--- config.mk ---
export PLATFORM = sky130hd
export DESIGN_NAME = branch_predictor
export DESIGN_NICKNAME = d
export VERILOG_FILES = /design/src/rtl/branch_predictor.sv
export SDC_FILE = /design/constraint.sdc
export NUM_CORES = 1
export LEC_CHECK = 0
export CORE_MARGIN = 4
export CORE_UTILIZATION = 51
export DETAILED_ROUTE_END_ITERATION = 8
export PLACE_DENSITY = 0.77
export SLEW_MARGIN = 20
export SYNTH_ARGS = -nofsm -noshare
export SYNTH_HDL_FRONTEND = slang
export SYNTH_SLANG_ARGS = --single-unit
export TNS_END_PERCENT = 20
--- constraint.sdc ---
create_clock -name clk -period 3.22 [get_ports clk]
set_clock_uncertainty 0.1 [all_clocks]
set_input_delay 0.805 -clock clk [delete_from_list [all_inputs] [get_ports clk]]
set_output_delay 0.805 -clock clk [all_outputs]
set_load 0.1 [all_outputs]
--- src/rtl/branch_predictor.sv ---
// Bimodal branch predictor: a table of 2-bit saturating counters with registered
// one-cycle lookup, resolve-stage training, mispredict redirect and statistics.
module branch_predictor #(
    parameter int PC_W  = 10,
    parameter int IDX_W = 6,
    parameter int CNT_W = 16
) (
    input  logic             clk,
    input  logic             rst_n,
    input  logic             f_valid,
    input  logic [PC_W-1:0]  f_pc,
    input  logic [31:0]      f_instr,
    output logic             pred_valid,
    output logic             pred_is_branch,
    output logic             pred_taken,
    output logic [PC_W-1:0]  pred_target,
    input  logic             u_valid,
    input  logic [PC_W-1:0]  u_pc,
    input  logic             u_taken,
    input  logic             u_mispredict,
    input  logic [PC_W-1:0]  u_target,
    output logic             redirect_valid,
    output logic [PC_W-1:0]  redirect_pc,
    output logic [CNT_W-1:0] br_count,
    output logic [CNT_W-1:0] mis_count
);

    localparam int         ENTRIES   = 1 << IDX_W;
    localparam logic [6:0] OP_BRANCH = 7'b1100011;

    logic [1:0]        bht [ENTRIES];
    logic [IDX_W-1:0]  f_idx;
    logic [IDX_W-1:0]  u_idx;
    logic signed [12:0] imm13;
    logic [PC_W-1:0]   f_offset;
    logic              f_is_branch;
    logic              f_taken;
    logic [PC_W-1:0]   f_target;
    logic              squash;
    logic              unused_instr_bits;

    assign f_idx             = f_pc[IDX_W+1:2];
    assign u_idx             = u_pc[IDX_W+1:2];
    assign squash            = u_valid && u_mispredict;
    assign unused_instr_bits = ^f_instr[24:12];

    // Lookup reads the counter before this edge's update, giving old-value
    // semantics when fetch and resolve hit the same entry.
    always_comb begin
        imm13       = {f_instr[31], f_instr[7], f_instr[30:25], f_instr[11:8], 1'b0};
        f_offset    = PC_W'(imm13);
        f_is_branch = (f_instr[6:0] == OP_BRANCH);
        f_taken     = f_is_branch && bht[f_idx][1];
        f_target    = f_taken ? (f_pc + f_offset) : (f_pc + PC_W'(4));
    end

    always_ff @(posedge clk or negedge rst_n) begin
        if (!rst_n) begin
            for (int i = 0; i < ENTRIES; i++) begin
                bht[i] <= 2'b01;
            end
        end else if (u_valid) begin
            if (u_taken && bht[u_idx] != 2'b11) begin
                bht[u_idx] <= bht[u_idx] + 2'b01;
            end else if (!u_taken && bht[u_idx] != 2'b00) begin
                bht[u_idx] <= bht[u_idx] - 2'b01;
            end
        end
    end

    always_ff @(posedge clk or negedge rst_n) begin
        if (!rst_n) begin
            pred_valid     <= 1'b0;
            pred_is_branch <= 1'b0;
            pred_taken     <= 1'b0;
            pred_target    <= '0;
        end else begin
            pred_valid     <= f_valid && !squash;
            pred_is_branch <= f_is_branch;
            pred_taken     <= f_taken;
            pred_target    <= f_target;
        end
    end

    always_ff @(posedge clk or negedge rst_n) begin
        if (!rst_n) begin
            redirect_valid <= 1'b0;
            redirect_pc    <= '0;
        end else begin
            redirect_valid <= squash;
            if (squash) begin
                redirect_pc <= u_taken ? u_target : (u_pc + PC_W'(4));
            end
        end
    end

    // Statistics stick at all-ones rather than wrapping.
    always_ff @(posedge clk or negedge rst_n) begin
        if (!rst_n) begin
            br_count  <= '0;
            mis_count <= '0;
        end else if (u_valid) begin
            if (br_count != '1) begin
                br_count <= br_count + CNT_W'(1);
            end
            if (u_mispredict && mis_count != '1) begin
                mis_count <= mis_count + CNT_W'(1);
            end
        end
    end

endmodule

==> key figures, run 1 <==
Layout
  – Commonest non-fill, non-tap cell in the layout: buf_4
  – Fin area: 13850 sq um
  – Layout Nets: 1145
  – Share of layout cells above drive strength 1: 53.40%
  – Most frequent cells in the layout: buf_4, dfrtp_1, mux2_2, mux2_4, dfstp_2
  – Area of the multi-input gates: 5826 sq um
  – FILL cells: 1219
  – Synth-to-layout area growth: 39.93%
  – Non-Filler Instances: 1335
  – Final Util: 73.28%
  – Diodes inserted: 0
  – Sequential Area: 4684 sq um

Setup path
  – CP max stage cell: mux4_2
  – Worst-path maximum fanout: 8
  – Worst Setup Start Kind: input pin
  – Crit Path Class: in -> reg
  – Critical path, cell by cell: buf_12 -> buf_6 -> mux4_2 -> nand2_2 -> a21oi_2 -> a311o_1 -> nor4_4 -> inv_2 -> ha_4 -> nor2b_4 -> o21ai_4 -> nor2_4 -> buf_6 -> nand2_8 -> nor2_4 -> mux2_4
  – Critical path data required time: 3.45 ns
  – Critical path arrival: 3.82 ns
  – Delay of the slowest cell on the worst path: 0.52 ns
  – Critical Path Sink Type: flop

Clock network
  – CTS hold repair buffers: 0
  – CTS tree: built
  – Latest clock arrival within the worst-skew pair: 0.45 ns
  – Worst-case clock buffer depth: 2
  – Clock Root Buffer: clkbuf_16
  – Htree depth: 4
  – Clk slew on worst S/H paths: 0.07 ns
  – CTS Sinks: 184
  – CTS Buf Count: 17

Synthesis
  – Post-Syn Instances: 834
  – YS warnings: 0
  – Top FF cell, synth: dfrtp_1
  – EDFF count, synth: 0
  – Yosys cell types: 65
  – Sequential area share after synthesis: 47.34%
  – Syn Nets: 917
  – Syn avg cell area: 11.86 sq um
  – Mapped Area: 9894 sq um
  – FF+latch count, synth: 184
  – FFs w/ async S/R, synth: 100.0%

GRT
  – Total GRT Usage: 26.57%
  – GR Util met3: 6.046%
  – Vias in the first global route: 8295
  – First-pass GRT wire length: 45330 um
  – Largest net degree at the start of global routing: 56
  – Met1 Use GR: 35.16%
  – Initial antenna violation count: 0
  – Global routing usage on met2: 42.28%
  – Grt peak-use layer: met2
  – Global route overflow: 0

Die
  – Die W: 147.3 um
  – Starting Density: 52.37%
  – Core Area: 18890 sq um
  – Die Y: 147.3 um
  – Boundary Pins: 124
  – FP Rows: 50
  – Die area: 21690 sq um

STA
  – RSZ-0062 raised after global routing: yes
  – Hold Violations, Final: 0
  – Relative slew slack: 43.11%
  – WHS: 0.1802 ns
  – Post-route setup slack: -0.3672 ns
  – Max Slew Vio Count: 0
  – Fin crit share: 111.4%
  – Setup violators final: 128
  – Fin crit period: 3.587 ns
  – TNS Setup: -34.02 ns
  – F_max: 0.2788 GHz
  – Worst-margin pin slew: 0.8427 ns

Power
  – Pwr dens: 561.7 nW/um^2
  – Worst vdd ir: 0.9027 mV
  – Pleak: 5.969 nW

Placement
  – Final HPWL DP: 19330 um
  – Placed cell areas: 12170 sq um
  – Placed cells: 1278
  – GPL Wtd Cong: 0.9269
  – Port bufs: 107

Drt
  – Antenna violation net count after detailed routing: 0
  – Iteration-0 DRC Markers: 558
  – Remaining DRCs: 0
  – Initial DRT Pass Iterations: 7
  – Vias: 7873
  – Number of vias per cell: 5.897
  – Routed len/inst: 21.60 um
  – Post-Route WL: 28840 um

Run status
  – Outcome: complete, but fails checks
  – Failing checks: setup timing

Run
  – Max Cap Viol: 0

Min path
  – Worst min-delay path class: in -> async
## stage by stage
stage	worst slack [ns]	power [mW]
after floorplan	-0.6172	4.598
after global placement	-1.243	5.326
after detailed placement	-1.272	5.376
after CTS	-0.2565	7.689
after global routing	-0.4276	8.088
final	-0.3672	7.777
## area by class of cell
class / count / area share [%]
clock buffer: 17 / 3.072
multi-input combinational: 594 / 42.07
inverter: 12 / 0.3253
clock inverter: 15 / 1.301
tap: 260 / 2.350
timing repair buffer: 253 / 17.04
sequential: 184 / 33.83
## worst max-delay path: cells and delay by family
| family | cells | cell delay, ns |
|---|---|---|
| adders and majority gates | 1 | 0.17 |
| and+or+nand+nor | 6 | 1.07 |
| muxes | 2 | 0.83 |
| AOI/OAI and AO/OA | 3 | 0.47 |
| buffers and inverters | 4 | 0.45 |
## cell families after synthesis
logic type | count (synthesis) | share of synthesized area [%]
simple gates | 246 | 11.84
mux | 189 | 24.71
flops | 184 | 47.34
compound gates | 97 | 6.829
buf+inv | 56 | 3.149
xor+xnor | 47 | 4.160
fa+ha+maj | 15 | 1.973
## Yosys cell counts (15+ instances only)
| master | instances | share of area, % |
|---|---|---|
| xor2_1 | 15 | 1.3 |
| nand3_1 | 37 | 1.9 |
| dfrtp_1 | 120 | 30 |
| a21oi_1 | 18 | 0.91 |
| nand2_1 | 57 | 2.2 |
| nor2_1 | 83 | 3.1 |
| buf_2 | 15 | 0.76 |
| xnor2_1 | 32 | 2.8 |
| o21ai_0 | 19 | 0.96 |
| mux4_2 | 26 | 5.9 |
| mux2_1 | 21 | 2.4 |
| mux2_2 | 122 | 14 |
| mux2i_1 | 17 | 1.7 |
| dfstp_2 | 64 | 17 |
## path summary, 6_finish.rpt
check	from	end	slack (ns)	cells after the start
max in group asynchronous	rst_n	asynchronous set/reset pin	1.96	2
max	u_pc[3]	bht[47]	-0.37	16
min	rst_n	pred_target[1]	0.18	1
max reg2reg	flop	bht[47]	-0.14	14
min reg2reg	redirect_pc[3]	redirect_pc[3]	0.39	2
min in group clk	redirect_pc[3]	redirect_pc[3]	0.39	2
## power by group
part           switching, mW  internal [mW]
Combinational           1.58          0.987
Clock                  0.998           1.18
Sequential             0.298           2.74
## metal layers
layer / routed length [um] / vias to the layer above
met5: 0 / -
met2: 13730 / 390
met3: 2248 / 104
li1: - / 3498
met1: 11600 / 3881
met4: 1264 / 0
## timing repair
item                                    4_1_cts  5_1_grt
pin swaps                                    19       24
resized for setup                           153       59
gates cloned                                  2        1
endpoints found under the setup margin      128      131
setup buffers                                16        6
Note: power is estimated with default switching activity, not from simulation.
==> run 2: changes to the inputs <==
--- a/config.mk
+++ b/config.mk
@@ -9,6 +9,7 @@
 export CORE_UTILIZATION = 51
 export DETAILED_ROUTE_END_ITERATION = 8
 export PLACE_DENSITY = 0.77
+export SETUP_SLACK_MARGIN = 0.02
 export SLEW_MARGIN = 20
 export SYNTH_ARGS = -nofsm -noshare
 export SYNTH_HDL_FRONTEND = slang
==> results of run 2 <==
No change in the layout: final DEF, timing and power equal those of run 1.
